### src/rtl/nor_gate.sv
// NOR gate with a registered copy, a saturating rise counter and an optional
// self-check (macro NOR_GATE_CHECK_EN) comparing three realisations of the NOR.
module nor_gate #(
  parameter int CNT_W = 8
) (
  input  logic             clk,
  input  logic             rst_n,
  input  logic             a,
  input  logic             b,
  input  logic             cnt_clr,
  input  logic             err_clr,
  output logic             out,
  output logic             out_q,
  output logic [CNT_W-1:0] rise_cnt,
  output logic             mismatch,
  output logic             err_sticky
);

  localparam logic [CNT_W-1:0] CNT_MAX = {CNT_W{1'b1}};

  logic             w_proc;
  logic             w_rise;
  logic             r_out_q;
  logic [CNT_W-1:0] r_cnt;

  always_comb begin
    w_proc = 1'b0;
    case ({a, b})
      2'b00:   w_proc = 1'b1;
      2'b01:   w_proc = 1'b0;
      2'b10:   w_proc = 1'b0;
      2'b11:   w_proc = 1'b0;
      default: w_proc = 1'b0;
    endcase
  end

  assign out    = w_proc;
  assign w_rise = w_proc & ~r_out_q;

  // Clear takes priority over an increment; the counter never wraps.
  always_ff @(posedge clk or negedge rst_n) begin
    if (!rst_n) begin
      r_out_q <= 1'b0;
      r_cnt   <= '0;
    end else begin
      r_out_q <= w_proc;
      if (cnt_clr)
        r_cnt <= '0;
      else if (w_rise && (r_cnt != CNT_MAX))
        r_cnt <= r_cnt + 1'b1;
    end
  end

  assign out_q    = r_out_q;
  assign rise_cnt = r_cnt;

`ifdef NOR_GATE_CHECK_EN
  logic w_data;
  logic w_gate;
  logic w_mis;
  logic r_err;

  assign w_data = ~(a | b);
  nor u_nor (w_gate, a, b);
  assign w_mis  = (w_proc != w_data) | (w_proc != w_gate) | (w_data != w_gate);

  // A mismatch on the same edge as err_clr keeps the flag set.
  always_ff @(posedge clk or negedge rst_n) begin
    if (!rst_n)
      r_err <= 1'b0;
    else if (w_mis)
      r_err <= 1'b1;
    else if (err_clr)
      r_err <= 1'b0;
  end

  assign mismatch   = w_mis;
  assign err_sticky = r_err;
`else
  // err_clr has no effect here; it is only referenced so the port stays live.
  assign mismatch   = 1'b0 & err_clr;
  assign err_sticky = 1'b0;
`endif

endmodule

### config.mk
export PLATFORM = sky130hd
export DESIGN_NAME = nor_gate
export DESIGN_NICKNAME = d
export VERILOG_FILES = /design/src/rtl/nor_gate.sv
export SDC_FILE = /design/constraint.sdc
export NUM_CORES = 1
export LEC_CHECK = 0
export BUFFER_PORTS_ARGS = -buffer_cell sky130_fd_sc_hd__buf_2
export CORE_AREA = 2 2 39 41
export CTS_BUF_LIST = sky130_fd_sc_hd__clkbuf_16
export DETAILED_ROUTE_END_ITERATION = 10
export DIE_AREA = 0 0 41 43
export GPL_TIMING_DRIVEN = 1
export PLACE_DENSITY = 0.67
export RECOVER_POWER = 100
export SLEW_MARGIN = 20
export SYNTH_ARGS = -nofsm -noshare
export SYNTH_HDL_FRONTEND = slang
export SYNTH_SLANG_ARGS = --single-unit
### constraint.sdc
create_clock -name clk -period 1.61 [get_ports clk]
set_input_delay 0.0805 -clock clk [delete_from_list [all_inputs] [get_ports clk]]
set_output_delay 0.0805 -clock clk [all_outputs]
set_load 0.01 [all_outputs]
Word level (Yosys, flattened, before mapping):

Cells that the tools add are included.

* add/subtract/negate cells: 1
* multiply operators: 0
* div/mod/pow operators: 0
* order comparisons: 0
* eq/ne operators: 4
* shift operators: 0
* mux-type cells: 3
* bitwise logic cells: 2
* reduce and logical (&&, ||, !) cells: 4

Operator list (number)
* two-way mux 8 bit: 2
* adder 8 x 1 -> 8 bit (second input constant): 1
* inequality test 8 bit (second input constant): 1
* equality test 2 bit (second input constant): 2
* OR reduction 3 bit: 1
* equality test 2 x 1 -> 1 bit (second input constant): 1
* logical NOT 2 bit: 1
* one-hot mux 1 bit (2 select lines): 1
* nonzero test 2 bit: 1
* bitwise AND 1 bit: 1
* logical AND 1 bit: 1
* inverter 1 bit: 1

* bits in registers: 9
* bits in latches: 0
* RAM bits: 0
* ROM bits: 0
* output and inout port bits: 12
* word-level logic and storage cells: 16
* memories kept: 0

Logic depth before layout (Yosys ltp):

Gate-level depths: netlist of the first run.

* word-level depth: 7
* depth in mapped cells: 4
* depth with buffers taken out: 4

Worst setup path after synthesis of the first run:

Ideal clock, no wire load.

* path type: register -> register
* start: register r_cnt[0], in the netlist rise_cnt[0]
* end: register r_cnt[0], in the netlist rise_cnt[0]
* setup time: 125 ps
* data arrival time: 1305 ps
* slack: 180 ps
* cell stages (with the launch flop): 5
* path through: dfrtp_1 -> ha_1 -> nand3_2 -> o31a_2 -> mux2_4

* longest elaborated chain between the ends: 3

Ends and longest elaborated chain
* start: declaration: RTL line 24 `logic [CNT_W-1:0] r_cnt;`
* start signal: assignment: RTL line 50 `r_cnt <= r_cnt + 1'b1;`
* adder 8 x 1 -> 8 bit or inequality test 8 bit (tied branches): RTL line 50, 49
* two-way mux 8 bit or logical AND 1 bit (tied branches): RTL line 49 `else if (w_rise && (r_cnt != CNT_MAX))`
* two-way mux 8 bit or nonzero test 2 bit (tied branches)

Parallel ways exist; a longest one is shown, timed or not. The select of a mux whose other input is x is not followed.
A chain may end at the register's enable or synchronous reset.

Worst setup path after layout of the first run:

* start: register r_cnt[0], in the netlist rise_cnt[0]
* end: register r_cnt[6], in the netlist rise_cnt[6]

Same word-level chain as after synthesis.

==> results of run 1 <==
## flip-flops by register name, summed over array words and instances, names as in the netlist
name and cells:
out_q 1, rise_cnt 8
## power by group
part	switching, µW	internal, µW	total [µW]
clock	115	325	440
sequential	4.94	231	236
combinational	24.3	16.2	40.5
total	144	572	717
## through the flow
step           instances  setup WS (ns)
2_1_floorplan         51          0.180
5_1_grt               85        0.00760
3_3_place_gp          80          0.153
4_1_cts               85          0.128
3_5_place_dp          80          0.132
6_report              85          0.131
## cells by family (layout without fill, tap and decap cells)
group / Yosys count / count (layout) / share of synthesized area [%]
AO/OA/AOI/OAI: 13 / 13 / 17.7
flip-flops: 9 / 9 / 41.5
multiplexers: 2 / 2 / 4.61
buffers and inverters: 4 / 22 / 4.15
adder cells (fa/ha/maj): 1 / 1 / 2.30
AND/OR/NAND/NOR: 20 / 20 / 29.0
other: 1 / 2 / 0.691
## worst paths after layout
check / slack [ns] / startpoint / endpoint / cells past startpoint
setup / recovery: 0.13 / rise_cnt[0] / rise_cnt[6] / 4
hold / removal: 0.08 / b / out_q / 2
setup reg to reg: 0.13 / rise_cnt[0] / rise_cnt[6] / 4
hold reg to reg: 0.57 / rise_cnt[2] / rise_cnt[2] / 1
max in group asynchronous: 0.95 / rst_n / rise_cnt[2] / 2
min in group asynchronous: 0.32 / rst_n / rise_cnt[7] / 2
## Yosys cell counts, types with 2 or more instances
cell and n:
sky130_fd_sc_hd__nor2b_1 2, sky130_fd_sc_hd__a21oi_1 3, sky130_fd_sc_hd__nand3_1 2, sky130_fd_sc_hd__nand2b_1 2, sky130_fd_sc_hd__dfrtp_1 9, sky130_fd_sc_hd__nand3_2 2, sky130_fd_sc_hd__a211oi_1 2, sky130_fd_sc_hd__a311oi_1 2
sky130_fd_sc_hd__a41oi_1 2, sky130_fd_sc_hd__buf_4 2, sky130_fd_sc_hd__nor2_1 2
## metal layers
layer	global-route usage [%]	vias up	wire length, µm
met5	0	-	0
met4	8.00	0	21
met3	4.71	2	60
met2	22.2	16	511
met1	23.8	215	596
li1	-	229	-
## cell type report
cell class,count,area (µm²),share of cell area [%]
Clock buffer,3,75.1,10.7
Inverter,1,3.75,0.535
Timing Repair Buffer,17,75.1,10.7
Sequential cell,9,225,32.1
Clock inverter,1,3.75,0.535
Multi-Input combinational cell,38,299,42.6
Tap cell,16,20.0,2.85
## worst reg2reg max path, stage by stage (launching register included)
cell                       delay [ns]
sky130_fd_sc_hd__dfrtp_1         0.40
sky130_fd_sc_hd__ha_1            0.23
sky130_fd_sc_hd__nor4b_4         0.38
sky130_fd_sc_hd__a21oi_1         0.12
sky130_fd_sc_hd__a311oi_1        0.26
==> Implementation_results.wiki, run 1 <==
{| class="wikitable"
! Metric !! Value
|-
| Status || complete, no violations
|-
| Asr flop ratio synth || 100%
|-
| Die outline width || 41 µm
|-
| Synth top area share || a little over 40%
|-
| Period utilization || between 90% and 100%
|-
| Number of clock sinks seen by CTS || 9
|-
| Slew Limit Headroom || 66.6%
|-
| Number of buffers and inverters on the critical path || 0
|-
| Initial antenna violation count || 0
|-
| Maximum fanout encountered on the critical timing path || 6
|-
| I/O pin total || 18
|-
| Initial core utilization || around two fifths
|-
| Static power due to leakage || 0.000297 µW
|-
| Number of rows created at floorplan || 14
|-
| Worst path cell trace || ha_1 -> nor4b_4 -> a21oi_1 -> a311oi_1
|-
| Clock buffers created by TritonCTS || 3
|-
| Worst Path Class, Setup || reg2reg
|-
| Post-Synthesis Cells || 50
|-
| Bufs on Longest Clock Path || 2
|-
| Critical path required time || 1.75 ns
|-
| Detail-routed net length per standard cell || approximately 14 µm
|-
| Number of iterations in the first detailed-routing pass || 4
|-
| Finish-stage setup viols || 0
|-
| Vias per cell || 5.44
|-
| Number of global-route vias before repair || approximately 430
|-
| RePlAce Congestion || 0.793
|-
| Buffer cell driving the clock tree root || sky130_fd_sc_hd__clkbuf_16
|-
| Slowest cell on crit path || sky130_fd_sc_hd__dfrtp_1
|-
| Number of synthesized register bits || 9
|-
| Number of antenna-violating nets in the routed design || 0
|-
| CTS clk-pin slew, worst paths || 0.04 ns
|-
| Final standard cell utilization of the core || 50.7%
|-
| Detailed Route Iter0 Violations || 6
|-
| Share of cells above drive strength 1 || between 20% and 30%
|-
| Worst Setup Start Kind || flop
|-
| Most frequent cells in the layout || sky130_fd_sc_hd__clkbuf_1, sky130_fd_sc_hd__dfrtp_1, sky130_fd_sc_hd__buf_2
|-
| Diodes inserted || 0
|-
| Aggregate routed wire length || 1190 µm
|-
| Library cell with the largest summed area after synthesis || sky130_fd_sc_hd__dfrtp_1
|-
| Largest delay share family, worst path || flip-flops
|-
| Hold violation total from the final report || 0
|-
| Number of buffer cells added on primary ports || 14
|-
| Clock Skew || 0.00139 ns
|-
| Number of synthesized flops with an enable pin || 0
|-
| Hold buffer count at cts || 1
|-
| Final number of max-transition violations || 0
|-
| Max-cap check violation count || 0
|-
| Overall power || 717 µW
|-
| Worst EP arrival || 1.61 ns
|-
| Most common cell after layout, fill and taps aside || sky130_fd_sc_hd__clkbuf_1
|-
| Post-CTS setup buffer count || 0
|-
| Kind of end point of the critical path || flop
|-
| Maximum number of pins on one net before global-route repair || 11
|-
| Worst-margin pin slew || 0.501 ns
|-
| Estimated wirelength of the detail-placed design || 892 µm
|-
| Post-synthesis area per instance || 10.9 µm²
|-
| WHS || 0.0771 ns
|-
| Predominant post-synthesis flop cell || sky130_fd_sc_hd__dfrtp_1
|-
| Core footprint || 0.00138 mm²
|-
| Final instance area || between 700 and 800 µm²
|-
| DRC violations left || 0
|-
| Synth Cell Area || 543 µm²
|-
| Overflow after GRT || 0
|-
| Vert. Die Dim || 43 µm
|-
| Max Fclk || 676 MHz
|-
| Delay of the slowest critical-path stage || 0.40 ns
|-
| Post-route minimum period || between 1 and 1.5 ns
|-
| Final TNS setup || 0 ns
|-
| TritonCTS clock tree || done
|-
| Peak VDD IR || 0.000507 V
|-
| Number of fillers in the final layout || 138
|-
| Cell area after placement || ~630 µm²
|-
| First-pass GRT wire length || ~1900 µm
|-
| Sequential element share of the synthesized area || 41.5%
|-
| Largest cells by area after synthesis || sky130_fd_sc_hd__dfrtp_1, sky130_fd_sc_hd__nor4b_4, sky130_fd_sc_hd__nand3_2
|-
| Final nets || 77
|-
| GRT Resource Usage Total || 16.6%
|-
| Die Footprint || 0.00176 mm²
|-
| Warning count from the yosys run || 0
|-
| Post-cts gate resize count || 0
|-
| Clock latency reported for the late side of the worst-skew pair || 0.24 ns
|-
| Setup repair after global routing missed its margin || no
|-
| H-tree depth || 1
|-
| Power per standard cell area || between 1000 and 1500 mW/mm²
|-
| Growth of design area from synthesis to finish || 29.3%
|-
| Number of unique standard cell types used by synthesis || 31
|-
| Hold Path Class || in2reg
|-
| Vias after detailed routing || about 460
|}
Note: power is estimated with default switching activity, not from simulation.
==> run 2: changes to the inputs <==
- clock period: 1.61 -> 1.8 ns (I/O delays scaled with it)
==> run 2 against run 1 <==
Against the previous run:
- clock power down 11%
- worst hold slack worse by 0.0022 ns
- cell area down 2.7%
- clock-buffer cell count unchanged
- critical path type unchanged
==> Implementation_results.wiki, run 2 (same netlist as run 1, synthesis figures left out) <==
{| class="wikitable"
! Metric !! Value
|-
| Status || complete, no violations
|-
| Clock latency reported for the late side of the worst-skew pair || 0.23 ns (about the same)
|-
| Critical path required time || 1.91 ns (+0.16 ns)
|-
| Worst-margin pin slew || 0.501 ns (-0.0000834 ns)
|-
| Hold violation total from the final report || 0 (unchanged)
|-
| Final nets || 75 (-2.6%)
|-
| Internal Dissipation || 510 µW (-11%)
|-
| RePlAce Congestion || 0.780 (-1.7%)
|-
| Buffer cell driving the clock tree root || sky130_fd_sc_hd__clkbuf_16
|-
| Aggregate routed wire length || 1150 µm (-3.8%)
|-
| Hold Path Class || in2reg
|-
| Proportion of power drawn by combinational gates || 5.3% (-0.3 points)
|-
| Number of rows created at floorplan || 14 (unchanged)
|-
| DRC violations left || 0 (unchanged)
|-
| Setup repair after global routing missed its margin || no
|-
| Final number of max-transition violations || 0 (unchanged)
|-
| Static power due to leakage || 0.000284 µW (-4.4%)
|-
| Maximum number of pins on one net before global-route repair || 11 (unchanged)
|-
| Final TNS setup || 0 ns (unchanged)
|-
| Power per standard cell area || 928 mW/mm² (-9.1%)
|-
| Kind of end point of the critical path || flop
|-
| Number of buffer cells added on primary ports || 14 (unchanged)
|-
| Bufs on Longest Clock Path || 2 (unchanged)
|-
| Fraction of power spent switching nets || 19.6% (-0.53 points)
|-
| Vias per cell || 5.43 (about the same)
|-
| Storage cell area || 225 µm² (unchanged)
|-
| Detailed Route Iter0 Violations || 1 (-5)
|-
| Detail-routed net length per standard cell || 13.8 µm (-1.5%)
|-
| Reg-to-reg critical path endpoint || rise_cnt[0]
|-
| Vias after detailed routing || 451 (-2.4%)
|-
| Core footprint || 0.00138 mm² (unchanged)
|-
| Number of fillers in the final layout || 145 (+5.1%)
|-
| Diodes inserted || 0 (unchanged)
|-
| Slew Limit Headroom || 66.3% (-0.25 points)
|-
| Worst Path Class, Setup || reg2reg
|-
| Maximum fanout encountered on the critical timing path || 5 (-1)
|-
| Number of clock sinks seen by CTS || 9 (unchanged)
|-
| H-tree depth || 1 (unchanged)
|-
| Setup slack on the worst flop-to-flop path || 0.26 ns (+0.13 ns)
|-
| Worst R2R Start || out_q
|-
| Worst min-delay path endpoint || out_q
|-
| I/O pin total || 18 (unchanged)
|-
| Vert. Die Dim || 43 µm (unchanged)
|-
| Finish-stage setup viols || 0 (unchanged)
|-
| Clock Skew || 0.00115 ns (-0.000237 ns)
|-
| Number of global-route vias before repair || 407 (-6.0%)
|-
| Footprint of the multi-input gates || 290 µm² (-2.9%)
|-
| Initial antenna violation count || 0 (unchanged)
|-
| Clock group share of total power || 61.5% (about the same)
|-
| Die Footprint || 0.00176 mm² (unchanged)
|-
| Estimated wirelength of the detail-placed design || 805 µm (-9.7%)
|-
| Crit path launch || out_q
|-
| Clock buffers created by TritonCTS || 3 (unchanged)
|-
| First-pass GRT wire length || 1790 µm (-7.5%)
|-
| Number of iterations in the first detailed-routing pass || 2 (-2)
|-
| Number of antenna-violating nets in the routed design || 0 (unchanged)
|-
| Most common cell after layout, fill and taps aside || sky130_fd_sc_hd__clkbuf_1
|-
| Max Fclk || 650 MHz (-3.9%)
|-
| Max-cap check violation count || 0 (unchanged)
|-
| Cell area after placement || 618 µm² (-2.4%)
|-
| Period utilization || 85.5% (-6.4 points)
|-
| Post-route minimum period || 1.54 ns (+0.0595 ns)
|-
| Cell depth of the worst min-delay path || 2 (unchanged)
|-
| GRT Resource Usage Total || 15.5% (-1.1 points)
|-
| Switching power || 124 µW (-14%)
|-
| Overflow after GRT || 0 (unchanged)
|-
| Die outline width || 41 µm (unchanged)
|-
| Initial core utilization || 39.2% (unchanged)
|-
| Worst Setup Start Kind || flop
|-
| Flip-flop count of the largest register after layout || 8 (unchanged)
|-
| Most frequent cells in the layout || sky130_fd_sc_hd__clkbuf_1, sky130_fd_sc_hd__dfrtp_1, sky130_fd_sc_hd__a21oi_1, sky130_fd_sc_hd__clkbuf_16
|-
| Peak VDD IR || 0.000542 V (+6.9%)
|-
| Final instance area || 683 µm² (-2.7%)
|-
| Launch point of the worst hold path || b
|-
| Growth of design area from synthesis to finish || 25.8%
|-
| TritonCTS clock tree || done
|-
| Post-CTS setup buffer count || 0 (unchanged)
|-
| Part of the power in registers || 33.2% (+0.3 points)
|-
| Share of cells above drive strength 1 || 17.9% (-5.3 points)
|-
| Overall power || 634 µW (-12%)
|-
| CTS clk-pin slew, worst paths || 0.04 ns (about the same)
|-
| Worst EP arrival || 1.65 ns (+0.04 ns)
|-
| FF-to-FF path depth || 3 (-1)
|}
[run 2: how the worst max path moves through the flow]
stage / cells after the start / to / slack (ns)
4_1_cts: 4 / rise_cnt[6] / 0.31
5_1_grt: 3 / rise_cnt[0] / 0.19
3_5_place_dp: 4 / rise_cnt[6] / 0.32
2_1_floorplan: 4 / rise_cnt[0] / 0.37
6_report: 3 / rise_cnt[0] / 0.26
3_3_place_gp: 4 / rise_cnt[0] / 0.35
[run 2: stage by stage]
step	instances	utilization [%]	setup slack (ns)	hold slack, ns
after global routing	83	49.4	0.192	0.0916
after global placement	78	44.7	0.351	-0.0443
after floorplan	51	-	0.370	-0.206
after detailed placement	78	44.7	0.320	-0.0432
final	83	49.4	0.262	0.0749
after CTS	83	51.1	0.310	0.0808
[run 2: what timing repair did]
item,CTS,global route
resized for setup,0,0
endpoints found under the hold margin,9,0
hold buffers,1,0
[run 2: worst max-delay path: stages (launching register included)]
cell	delay, ns
sky130_fd_sc_hd__dfrtp_1	0.41
sky130_fd_sc_hd__nor3_1	0.41
sky130_fd_sc_hd__o31a_2	0.27
sky130_fd_sc_hd__mux2_1	0.33
[run 2: area by class of cell]
type                    instances  share of cell area (%)
clock inverters                 1                   0.549
multi-input cells              38                    42.5
repair buffers                 15                    9.52
flip-flops and latches          9                    33.0
inverters                       1                   0.549
clock buffers                   3                    11.0
well taps                      16                    2.93
[run 2: power groups by stage]
stage	combinational, µW	sequential [µW]	clock (µW)
after floorplan	20.9	215	0
after global placement	36.0	213	0
after detailed placement	36.6	214	0
after CTS	38.3	211	399
after global routing	37.6	211	416
final	33.7	211	390
[run 2: per-layer routing]
metal / GRT usage (%) / vias up / share of wire (%)
met2: 20.0 / 15 / 47
met3: 9.42 / 0 / 6.6
met4: 6.00 / 0 / 0
met5: 0 / - / 0
li1: - / 222 / -
met1: 20.6 / 214 / 46
==> run 3: changes to the inputs <==
--- a/config.mk
+++ b/config.mk
@@ -8,5 +8,4 @@
 export BUFFER_PORTS_ARGS = -buffer_cell sky130_fd_sc_hd__buf_2
 export CORE_AREA = 2 2 39 41
-export CTS_BUF_LIST = sky130_fd_sc_hd__clkbuf_16
 export DETAILED_ROUTE_END_ITERATION = 10
 export DIE_AREA = 0 0 41 43
==> constraint.sdc (replaced) <==
create_clock -name clk -period 1.8 [get_ports clk]
set_input_delay 0.09 -clock clk [delete_from_list [all_inputs] [get_ports clk]]
set_output_delay 0.09 -clock clk [all_outputs]
set_load 0.1 [all_outputs]
==> run 3 against run 2 <==
Against the previous run:
- register-to-register slack barely moved
- wire length decreased by 0.35%
- clock power decreased by 59%
- critical endpoint unchanged
- worst setup slack worse by 0.0037 ns
- first-iteration DRC count grew to 6.0 times the previous value
- cell area down 4.4%
- critical path depth unchanged
- clock skew is 0.0025 ns higher
- maximum frequency decreased by 0.24%
==> Implementation_results.wiki, run 3 (same netlist as run 1, synthesis figures left out) <==
{| class="wikitable"
! Metric !! Value
|-
| Diodes inserted || 0 (unchanged)
|-
| Overflow after GRT || 0 (unchanged)
|-
| Detail-routed net length per standard cell || 13.7 µm (-0.35%)
|-
| Post-placement worst setup slack || 0.373 ns (+0.0535 ns)
|-
| Cell depth of the worst min-delay path || 2 (unchanged)
|-
| DRC violations left || 0 (unchanged)
|-
| Worst min-delay path endpoint || out_q
|-
| Vias per cell || 5.51 (+1.3%)
|-
| Worst-margin pin slew || 1.15 ns (+0.651 ns)
|-
| Worst Path Class, Setup || reg2reg
|-
| Worst R2R Start || out_q
|-
| Maximum number of pins on one net before global-route repair || 11 (unchanged)
|-
| Total length of routed met3 wires || 56 µm (-25%)
|-
| Clock latency reported for the late side of the worst-skew pair || 0.26 ns (+0.03 ns)
|-
| Power per standard cell area || 696 mW/mm² (-25%)
|-
| Max-cap check violation count || 0 (unchanged)
|-
| Number of iterations in the first detailed-routing pass || 4 (+2)
|-
| TritonCTS clock tree || done
|-
| Number of buffer cells added on primary ports || 14 (unchanged)
|-
| Overall power || 455 µW (-28%)
|-
| I/O pin total || 18 (unchanged)
|-
| FF-to-FF path depth || 3 (unchanged)
|-
| Aggregate routed wire length || 1140 µm (-0.35%)
|-
| Estimated wirelength of the detail-placed design || 793 µm (-1.6%)
|-
| Storage cell area || 235 µm² (+4.4%)
|-
| Post-CTS setup buffer count || 0 (unchanged)
|-
| Vias after detailed routing || 457 (+1.3%)
|-
| Min setup slack post-route || 0.258 ns (-0.00371 ns)
|-
| Worst Setup Start Kind || flop
|-
| Clock buffers created by TritonCTS || 3 (unchanged)
|-
| Core footprint || 0.00138 mm² (unchanged)
|-
| Status || complete, no violations
|-
| Setup slack on the worst flop-to-flop path || 0.26 ns (about the same)
|-
| Die outline width || 41 µm (unchanged)
|-
| Highest routed layer || met4
|-
| Cell area after placement || 628 µm² (+1.6%)
|-
| Buffer cell driving the clock tree root || sky130_fd_sc_hd__clkbuf_4
|-
| Routed met1 length || 573 µm (+7.9%)
|-
| CTS clk-pin slew, worst paths || 0.07 ns (+0.03 ns)
|-
| Number of clock sinks seen by CTS || 9 (unchanged)
|-
| Final instance area || 653 µm² (-4.4%)
|-
| Max Fclk || 649 MHz (-0.24%)
|-
| Growth of design area from synthesis to finish || 20.3%
|-
| Slew Limit Headroom || 23.5% (-43 points)
|-
| Number of rows created at floorplan || 14 (unchanged)
|-
| Initial core utilization || 39.2% (unchanged)
|-
| Detailed Route Iter0 Violations || 6 (+5)
|-
| Footprint of the multi-input gates || 290 µm² (unchanged)
|-
| Launch point of the worst hold path || b
|-
| Post-route minimum period || 1.54 ns (+0.00371 ns)
|-
| Clock Skew || 0.00364 ns (+0.00249 ns)
|-
| Hold violation total from the final report || 0 (unchanged)
|-
| Worst EP arrival || 1.69 ns (+0.04 ns)
|-
| Final nets || 75 (unchanged)
|-
| Setup repair after global routing missed its margin || no
|-
| Initial antenna violation count || 0 (unchanged)
|-
| RePlAce Congestion || 0.810 (+3.9%)
|-
| Number of fillers in the final layout || 141 (-2.8%)
|-
| GRT Resource Usage Total || 15.8% (+0.27 points)
|-
| Met2 wire length || 497 µm (-7.6%)
|-
| H-tree depth || 1 (unchanged)
|-
| Final number of max-transition violations || 0 (unchanged)
|-
| Kind of end point of the critical path || flop
|-
| Most frequent cells in the layout || sky130_fd_sc_hd__clkbuf_2, sky130_fd_sc_hd__dfrtp_2, sky130_fd_sc_hd__a21oi_1, sky130_fd_sc_hd__clkbuf_4, sky130_fd_sc_hd__clkbuf_1
|-
| Most common cell after layout, fill and taps aside || sky130_fd_sc_hd__clkbuf_2
|-
| Maximum fanout encountered on the critical timing path || 5 (unchanged)
|-
| Final standard cell utilization of the core || 47.2% (-2.2 points)
|-
| Final TNS setup || 0 ns (unchanged)
|-
| Static power due to leakage || 0.000277 µW (-2.5%)
|-
| Flip-flop count of the largest register after layout || 8 (unchanged)
|-
| Hold buffer count at cts || 1 (unchanged)
|-
| Vert. Die Dim || 43 µm (unchanged)
|-
| Number of antenna-violating nets in the routed design || 0 (unchanged)
|-
| Reg-to-reg critical path endpoint || rise_cnt[0]
|-
| Period utilization || 85.7% (+0.21 points)
|-
| Critical path required time || 1.95 ns (+0.04 ns)
|-
| Post-cts gate resize count || 0 (unchanged)
|-
| Bufs on Longest Clock Path || 2 (unchanged)
|-
| Number of global-route vias before repair || 414 (+1.7%)
|-
| Hold Path Class || in2reg
|-
| Die Footprint || 0.00176 mm² (unchanged)
|-
| Finish-stage setup viols || 0 (unchanged)
|-
| Peak VDD IR || 0.000316 V (-42%)
|-
| Share of cells above drive strength 1 || 44.8% (+27 points)
|-
| First-pass GRT wire length || 1880 µm (+5.4%)
|}
run 3: metal layers:
layer	vias to the layer above	GRT usage (%)
li1	223	-
met1	217	22.5
met2	15	21.9
met3	2	3.14
met4	0	8.00
met5	-	0
run 3: layout make-up:
cell class / instances / share of cell area (%)
multi-input cells: 38 / 44.4
inverters: 1 / 0.575
clock inverters: 1 / 0.766
clock buffers: 3 / 3.45
well taps: 16 / 3.07
repair buffers: 15 / 11.7
flip-flops and latches: 9 / 36.0
run 3: metrics by stage:
step           hold WS (ns)  std cells
2_1_floorplan        -0.206         51
3_3_place_gp        -0.0446         78
3_5_place_dp        -0.0446         78
4_1_cts              0.0474         83
5_1_grt              0.0454         83
6_report             0.0422         83
run 3: critical path, stage by stage, from the launching register on:
cell	delay, ns
sky130_fd_sc_hd__dfrtp_1	0.42
sky130_fd_sc_hd__nor3_1	0.41
sky130_fd_sc_hd__o31a_2	0.28
sky130_fd_sc_hd__mux2_1	0.32
run 3: power by group:
part	switching, µW	leakage [µW]	total (µW)	internal (µW)
clock network	79.1	0.0000177	161	82.2
registers	4.38	0.000111	210	206
logic	69.7	0.000148	83.1	13.4
total	153	0.000277	455	301
run 3: how the worst max path moves through the flow:
stage	slack (ns)	end	startpoint	cells past startpoint
6_report	0.26	rise_cnt[0]	out_q	3
4_1_cts	0.36	rise_cnt[0]	rise_cnt[0]	4
3_3_place_gp	0.38	rise_cnt[0]	rise_cnt[0]	4
2_1_floorplan	0.01	rise_cnt[0]	rise_cnt[1]	4
3_5_place_dp	0.37	rise_cnt[0]	rise_cnt[0]	4
5_1_grt	0.16	rise_cnt[0]	out_q	3
